--- config.mk ---
export PLATFORM = sky130hd
export DESIGN_NAME = cache_writeback_fsm
export DESIGN_NICKNAME = d
export VERILOG_FILES = /design/src/rtl/cache_pkg.sv /design/src/rtl/wb_word_counter.sv /design/src/rtl/cache_writeback_fsm.sv
export SDC_FILE = /design/constraint.sdc
export NUM_CORES = 1
export LEC_CHECK = 0
export ABC_AREA = 1
export ABC_CLOCK_PERIOD_IN_PS = 1200
export BUFFER_PORTS_ARGS = -buffer_cell sky130_fd_sc_hd__buf_2
export CAP_MARGIN = 20
export CORE_ASPECT_RATIO = 1.25
export CORE_UTILIZATION = 40
export DETAILED_ROUTE_END_ITERATION = 16
export PLACE_DENSITY = 0.75
export SLEW_MARGIN = 40
export SYNTH_ARGS = -nofsm -noshare
export SYNTH_HDL_FRONTEND = slang
export SYNTH_SLANG_ARGS = --single-unit
--- constraint.sdc ---
create_clock -name clk -period 1.2 [get_ports clk]
set_clock_uncertainty 0.05 [all_clocks]
set_input_delay 0.12 -clock clk [delete_from_list [all_inputs] [get_ports clk]]
set_output_delay 0.12 -clock clk [all_outputs]
set_load 0.01 [all_outputs]
--- src/rtl/cache_pkg.sv ---
// Shared definitions for the cache writeback path: FSM encoding, block geometry and
// the grant-timeout length used when WB_GRANT_TIMEOUT_EN is defined.
package cache_pkg;

    localparam int unsigned WORDS_PER_BLOCK   = 8;
    localparam int unsigned BLOCK_OFFSET_BITS = 4;
    localparam int unsigned WB_TIMEOUT_CYCLES = 16;
    localparam int unsigned CNT_W             = $clog2(WORDS_PER_BLOCK);

    localparam logic [15:0] BLOCK_BASE_MASK = ~((16'd1 << BLOCK_OFFSET_BITS) - 16'd1);

    typedef enum logic [1:0] {
        StIdle  = 2'd0,
        StLoad  = 2'd1,
        StWrite = 2'd2,
        StDone  = 2'd3
    } wb_state_e;

    // Word offsets are 2-byte aligned: word n lives at base + 2n.
    function automatic logic [15:0] word_addr(input logic [15:0] base,
                                              input logic [CNT_W-1:0] cnt);
        return base | 16'({cnt, 1'b0});
    endfunction

endpackage

--- src/rtl/wb_word_counter.sv ---
// Word index within the block being written back; saturates at the last word.
module wb_word_counter
    import cache_pkg::*;
(
    input  logic             clk,
    input  logic             rst_n,
    input  logic             clear,
    input  logic             incr,
    output logic [CNT_W-1:0] cnt,
    output logic             last
);

    logic [CNT_W-1:0] cnt_q, cnt_d;

    assign last = (cnt_q == CNT_W'(WORDS_PER_BLOCK - 1));
    assign cnt  = cnt_q;

    always_comb begin
        cnt_d = cnt_q;
        if (clear) begin
            cnt_d = '0;
        end else if (incr && !last) begin
            cnt_d = cnt_q + CNT_W'(1);
        end
    end

    always_ff @(posedge clk or negedge rst_n) begin
        if (!rst_n) begin
            cnt_q <= '0;
        end else begin
            cnt_q <= cnt_d;
        end
    end

endmodule

--- src/rtl/cache_writeback_fsm.sv ---
// Writes a dirty victim block back to memory one word at a time (LOAD then WRITE per word).
// Optional feature: define WB_GRANT_TIMEOUT_EN to abort a block whose write is never granted.
module cache_writeback_fsm
    import cache_pkg::*;
(
    input  logic        clk,
    input  logic        rst_n,
    input  logic        evict_req,
    input  logic [15:0] evict_address,
    input  logic [15:0] cache_data_in,
    input  logic        mem_grant,
    output logic        fsm_busy,
    output logic [15:0] cache_word_addr,
    output logic        mem_write,
    output logic [15:0] mem_address,
    output logic [15:0] mem_data_out,
    output logic        evict_done,
    output logic        evict_error
);

    wb_state_e        state_q, state_d;
    logic [15:0]      base_q, base_d;
    logic [15:0]      data_q, data_d;
    logic             cnt_clear, cnt_incr, cnt_last;
    logic [CNT_W-1:0] cnt;
    logic [15:0]      cur_addr;
    logic             timeout;

    wb_word_counter u_word_counter (
        .clk   (clk),
        .rst_n (rst_n),
        .clear (cnt_clear),
        .incr  (cnt_incr),
        .cnt   (cnt),
        .last  (cnt_last)
    );

    assign cur_addr = word_addr(base_q, cnt);

`ifdef WB_GRANT_TIMEOUT_EN
    logic [3:0] wait_q, wait_d;
    logic       err_q;

    assign timeout     = (state_q == StWrite) && !mem_grant &&
                         (wait_q == 4'(WB_TIMEOUT_CYCLES - 1));
    assign wait_d      = ((state_q == StWrite) && !mem_grant) ? wait_q + 4'd1 : 4'd0;
    // Registered so the error pulse lands in the first IDLE cycle, after mem_write drops.
    assign evict_error = err_q;

    always_ff @(posedge clk or negedge rst_n) begin
        if (!rst_n) begin
            wait_q <= 4'd0;
            err_q  <= 1'b0;
        end else begin
            wait_q <= wait_d;
            err_q  <= timeout;
        end
    end
`else
    assign timeout     = 1'b0;
    assign evict_error = 1'b0;
`endif

    always_comb begin
        state_d         = state_q;
        base_d          = base_q;
        data_d          = data_q;
        cnt_clear       = 1'b0;
        cnt_incr        = 1'b0;
        fsm_busy        = 1'b0;
        cache_word_addr = 16'h0000;
        mem_write       = 1'b0;
        mem_address     = 16'h0000;
        mem_data_out    = 16'h0000;
        evict_done      = 1'b0;

        unique case (state_q)
            StIdle: begin
                if (evict_req) begin
                    base_d    = evict_address & BLOCK_BASE_MASK;
                    cnt_clear = 1'b1;
                    state_d   = StLoad;
                end
            end
            StLoad: begin
                fsm_busy        = 1'b1;
                cache_word_addr = cur_addr;
                data_d          = cache_data_in;
                state_d         = StWrite;
            end
            StWrite: begin
                fsm_busy     = 1'b1;
                mem_write    = 1'b1;
                mem_address  = cur_addr;
                mem_data_out = data_q;
                if (mem_grant) begin
                    if (cnt_last) begin
                        state_d = StDone;
                    end else begin
                        cnt_incr = 1'b1;
                        state_d  = StLoad;
                    end
                end else if (timeout) begin
                    state_d = StIdle;
                end
            end
            StDone: begin
                fsm_busy   = 1'b1;
                evict_done = 1'b1;
                state_d    = StIdle;
            end
            default: state_d = StIdle;
        endcase
    end

    always_ff @(posedge clk or negedge rst_n) begin
        if (!rst_n) begin
            state_q <= StIdle;
            base_q  <= 16'h0000;
            data_q  <= 16'h0000;
        end else begin
            state_q <= state_d;
            base_q  <= base_d;
            data_q  <= data_d;
        end
    end

endmodule

Yosys cells after proc, flatten, opt, wreduce, memory -nomap -nowiden
Cells that the tools add are included.
- equality and inequality tests: 6
- bitwise logic cells: 1
- reductions and logical operators: 7
- muxes and demuxes: 17
- add/subtract/negate cells: 1
- operator list (kind ; count):
    16-bit two-way mux ; 3
    16-bit by 4-bit bitwise OR with 16-bit output ; 1
    1-bit two-way mux ; 8
    2-bit case mux with 4 select lines ; 1
    2-bit two-way mux ; 3
    3-bit two-way mux ; 2
    2-bit == test, second input constant ; 2
    2-bit != test, second input constant ; 2
    2-bit AND reduction ; 2
    3-bit by 1-bit adder with 3-bit output, second input constant ; 1
    3-bit == test, second input constant ; 1
    3-bit OR reduction ; 1
    2-bit by 1-bit == test with 1-bit output, second input constant ; 1
    2-bit zero test ; 1
    2-bit nonzero test ; 1
    1-bit logical AND ; 1
    1-bit zero test ; 1
- register bits after elaboration: 33
- word-level logic and storage cells: 36
- output and inout bits: 52

Longest topological paths before layout
- word-level depth: 7
- mapped depth: 7
- gate-level depth less buffers: 7

By module
A second synthesis with hierarchy kept.
- cell total of the unflattened synthesis: 243
- area, all modules: 1778.0 um^2
- by module, submodules not included (module ; seq. area each (um^2) ; instances ; area each (um^2) ; cells an instance):
    cache_writeback_fsm ; 750.7 ; 1 ; 1602.8 ; 223
    wb_word_counter ; 75.1 ; 1 ; 175.2 ; 20

Worst setup path after synthesis
OpenSTA, ideal clock, no wires.
- path type: reg-to-reg
- start: reg u_word_counter.cnt_q[0] (netlist: u_word_counter.cnt[0])
- end: reg u_word_counter.cnt_q[0] (netlist: u_word_counter.cnt[0])
- cell stages (with the launch flop): 7
- setup time: 0.118 ns
- arrival time: 1.068 ns
- buffers on the path: 0
- period minus slack after synthesis: 1.236 ns
- path slack: -0.036 ns
- cells stage by stage: dfrtp_1 ha_1 ha_1 nor2_1 nand2_1 nand3_1 nand2_1
- longest elaborated chain between the ends: 6
- elaborated cells on any way between the ends: 10
- classes of those cells: add/sub: 1; eq/ne: 1; mux: 5; reduce/logical: 3
- RTL lines (what ; RTL line ; text):
    from (decl) ; wb_word_counter.sv:13 ; logic [CNT_W-1:0] cnt_q, cnt_d;
    from (signal assigned) ; wb_word_counter.sv:31 ; cnt_q <= cnt_d;
    3-bit == test ; wb_word_counter.sv:15 ; assign last = (cnt_q == CNT_W'(WORDS_PER_BLOCK - 1));
    1-bit two-way mux ; cache_writeback_fsm.sv:97 ; if (cnt_last) begin
    1-bit two-way mux ; cache_writeback_fsm.sv:96 ; if (mem_grant) begin
    1-bit two-way mux ; cache_writeback_fsm.sv:77 ; unique case (state_q)
    1-bit logical AND ; wb_word_counter.sv:22 ; end else if (incr && !last) begin
    2-bit nonzero test (no source line) ; -- ;
Parallel ways exist; a longest one is shown, timed or not. The select of a mux whose other input is x is not followed.
A chain may end at the register's enable or synchronous reset.

Final worst setup path
- start: reg state_q[0]
- end: out mem_address[15]
- longest elaborated chain between the ends: 2
- RTL lines (what ; RTL line ; text):
    from (decl) ; cache_writeback_fsm.sv:21 ; wb_state_e state_q, state_d;
    from (signal assigned) ; cache_writeback_fsm.sv:118 ; state_q <= StIdle;
    from (signal assigned) ; cache_writeback_fsm.sv:122 ; state_q <= state_d;
    2-bit == test ; cache_writeback_fsm.sv:77 ;
    16-bit two-way mux ; cache_writeback_fsm.sv:77 ;
    to (decl) ; cache_writeback_fsm.sv:15 ; output logic [15:0] mem_address,
No other way between the ends.

==> results.json <==
{
  "slew_viol_final": 0,
  "max_freq_mhz": 685,
  "crit_type": "flop to output pin",
  "async_flop_share": 1.00,
  "grt_max_degree": 34,
  "power_w": 0.00682,
  "cts.reportedPaths.clkPinSlew_ns": 0.06,
  "dieArea_sq_um": 4440,
  "synth_top_area_share": 0.494,
  "gp_congestion": 0.715,
  "die_y_microns": 74.3,
  "multi_input_area_sq_um": 887,
  "initial_utilization": 0.431,
  "antenna_found_initial": 0,
  "worstPathArrival_ns": 1.29,
  "numClockSinks": 33,
  "finalSetupViolations": 76,
  "synth.most_common_cell": "nor2_1",
  "grt_pass1_vias": 1469,
  "fin_crit_sh": 1.22,
  "ys_types": 16,
  "synthesis.area_sq_um": 1670,
  "timing.hold.worst.class": "input pin to flop",
  "synth_edf_count": 0,
  "layout-drive-gt1-share": 0.577,
  "place_hpwl_microns": 2620,
  "power_per_cell_area_nw_per_um2": 2550,
  "ys_top_cells_by_area": "dfrtp_1 49%, nor2_1 15%, inv_1 8.3%",
  "syn-instance-count": 222,
  "grt_pass1_wl_microns": 6530,
  "h-tree-depth": 2,
  "drc": 0,
  "fp.coreArea_sq_um": 3880,
  "max-clock-path-buffers": 2,
  "cp-end-kind": "output pin",
  "synth_seq_area_share": 0.494,
  "fp-row-count": 25,
  "finalWirelength_microns": 4560,
  "crit_path_start_kind": "flop",
  "n_fill_cell": 349,
  "ys.flop_type": "dfrtp_1",
  "nets": 357,
  "cts_tree": "done",
  "rsz0062_at_grt": "yes",
  "syn_to_final_growth_pct": 59.9,
  "ant_nets": 0,
  "via_count": 1723,
  "hold_violations": 0,
  "outcome": "finished with violations",
  "ios": 88,
  "track_usage": 0.201,
  "crit_required_ns": 1.03,
  "fin_ws_ns": -0.259,
  "synth_seq_cells": 33,
  "leakage_nw": 1.48,
  "maxCapViolCount": 0,
  "cts_made_buffers": 5,
  "avgSynthCellArea_sq_um": 7.52,
  "violations": "negative setup slack",
  "critPathMaxFanout": 13,
  "clk_latency_ns": 0.27,
  "gr-total-overflow": 0,
  "yosys_warnings": 0,
  "routedWlPerCell_microns": 12.2,
  "regArea_sq_um": 827,
  "die_w_microns": 59.8,
  "whs_ns": 0.0181,
  "period_needed_ns": 1.46,
  "cts_root_buffer": "clkbuf_8",
  "viasPerCell": 4.62,
  "dr.pass1.iters": 4,
  "vdd_drop_max_mv": 1.38,
  "drt_iter0_markers": 57,
  "antennaDiodeCount": 0,
  "io_buffer_count": 80,
  "yosys.area.top_type": "dfrtp_1",
  "synth_commonest_cells": "65 x nor2_1, 37 x inv_1, 33 x dfrtp_1, 33 x nand2_1, 16 x nand3_1"
}
==> critical path, stage by stage, from the launching register on <==
cell and delay, ns:
dfrtp_2 0.42, inv_2 0.07, nand2_4 0.08, buf_16 0.17, nor2_2 0.12, buf_2 0.15
==> path summary, 6_finish.rpt <==
kind / startpoint / endpoint / slack [ns] / cells after the start
min in group asynchronous: rst_n / u_word_counter.cnt[1] / 0.36 / 3
max in group asynchronous: rst_n / state_q[0] / 0.43 / 3
min reg2reg: base_q[13] / base_q[13] / 0.44 / 2
max reg2reg: state_q[0] / u_word_counter.cnt[0] / -0.14 / 7
min: evict_address[14] / base_q[14] / 0.02 / 3
max: state_q[0] / mem_address[15] / -0.26 / 5
==> placed cells by master, fill, tap and decap left out, types with 4 or more instances in the layout <==
cell,n
nand2_2,13
buf_6,7
dfrtp_1,32
inv_1,34
a21oi_1,9
buf_2,77
a21oi_2,7
buf_4,9
nand3_1,12
nor2_1,23
nor2_2,36
nor2_4,7
nand2_1,19
nand3_2,4
clkbuf_8,6
==> cell type report <==
type	count	area share
inverters	37	0.0520
well taps	54	0.0253
flip-flops and latches	33	0.310
multi-input cells	142	0.332
clock buffers	7	0.0323
repair buffers	100	0.249
==> state kept, by name (all words and copies together), names as in the netlist <==
signal	cells
data_q	16
base_q	12
u_word_counter.cnt	3
state_q	2
==> per-layer routing <==
| layer | global-route usage | part of all wire | up-vias |
|---|---|---|---|
| met4 | 0.0543 | 0.014 | 0 |
| met5 | 0 | 0 | - |
| met2 | 0.369 | 0.54 | 71 |
| met1 | 0.223 | 0.39 | 789 |
| met3 | 0.0591 | 0.063 | 9 |
| li1 | - | - | 854 |
==> through the flow <==
stage	setup slack [ns]	instance area [sq um]	utilization	TNS, ns	cells
after floorplan	0.00218	1680	-	0	224
after global placement	-0.0197	2140	0.553	-0.0207	353
after detailed placement	-0.0659	2140	0.553	-0.145	353
after CTS	-0.231	2480	0.639	-11.46	373
after global routing	-0.312	2670	0.689	-15.58	373
final	-0.259	2670	0.689	-11.57	373
==> what timing repair did <==
action / CTS / global route
cloned: 4 / 1
hold endpoints to repair: 33 / 0
setup endpoints to repair: 52 / 81
setup buffers: 8 / 1
pin swaps: 8 / 1
hold buffers: 1 / 0
resized for setup: 31 / 64
==> kinds of logic after synthesis <==
logic type / after synthesis / synth area share
AND/OR/NAND/NOR: 117 / 0.282
buffers and inverters: 51 / 0.143
flip-flops: 33 / 0.494
AO/OA/AOI/OAI: 18 / 0.0629
adder cells (fa/ha/maj): 2 / 0.0150
other: 1 / 0.00225
==> where the power goes <==
part           leakage [nW]  total, W  internal, W  switching [W]
sequential            0.388   0.00190      0.00164       0.000258
clock                0.0443  0.000814     0.000454       0.000360
combinational          1.04   0.00410      0.00175        0.00235
No activity file was read; power rests on OpenSTA's default activity.
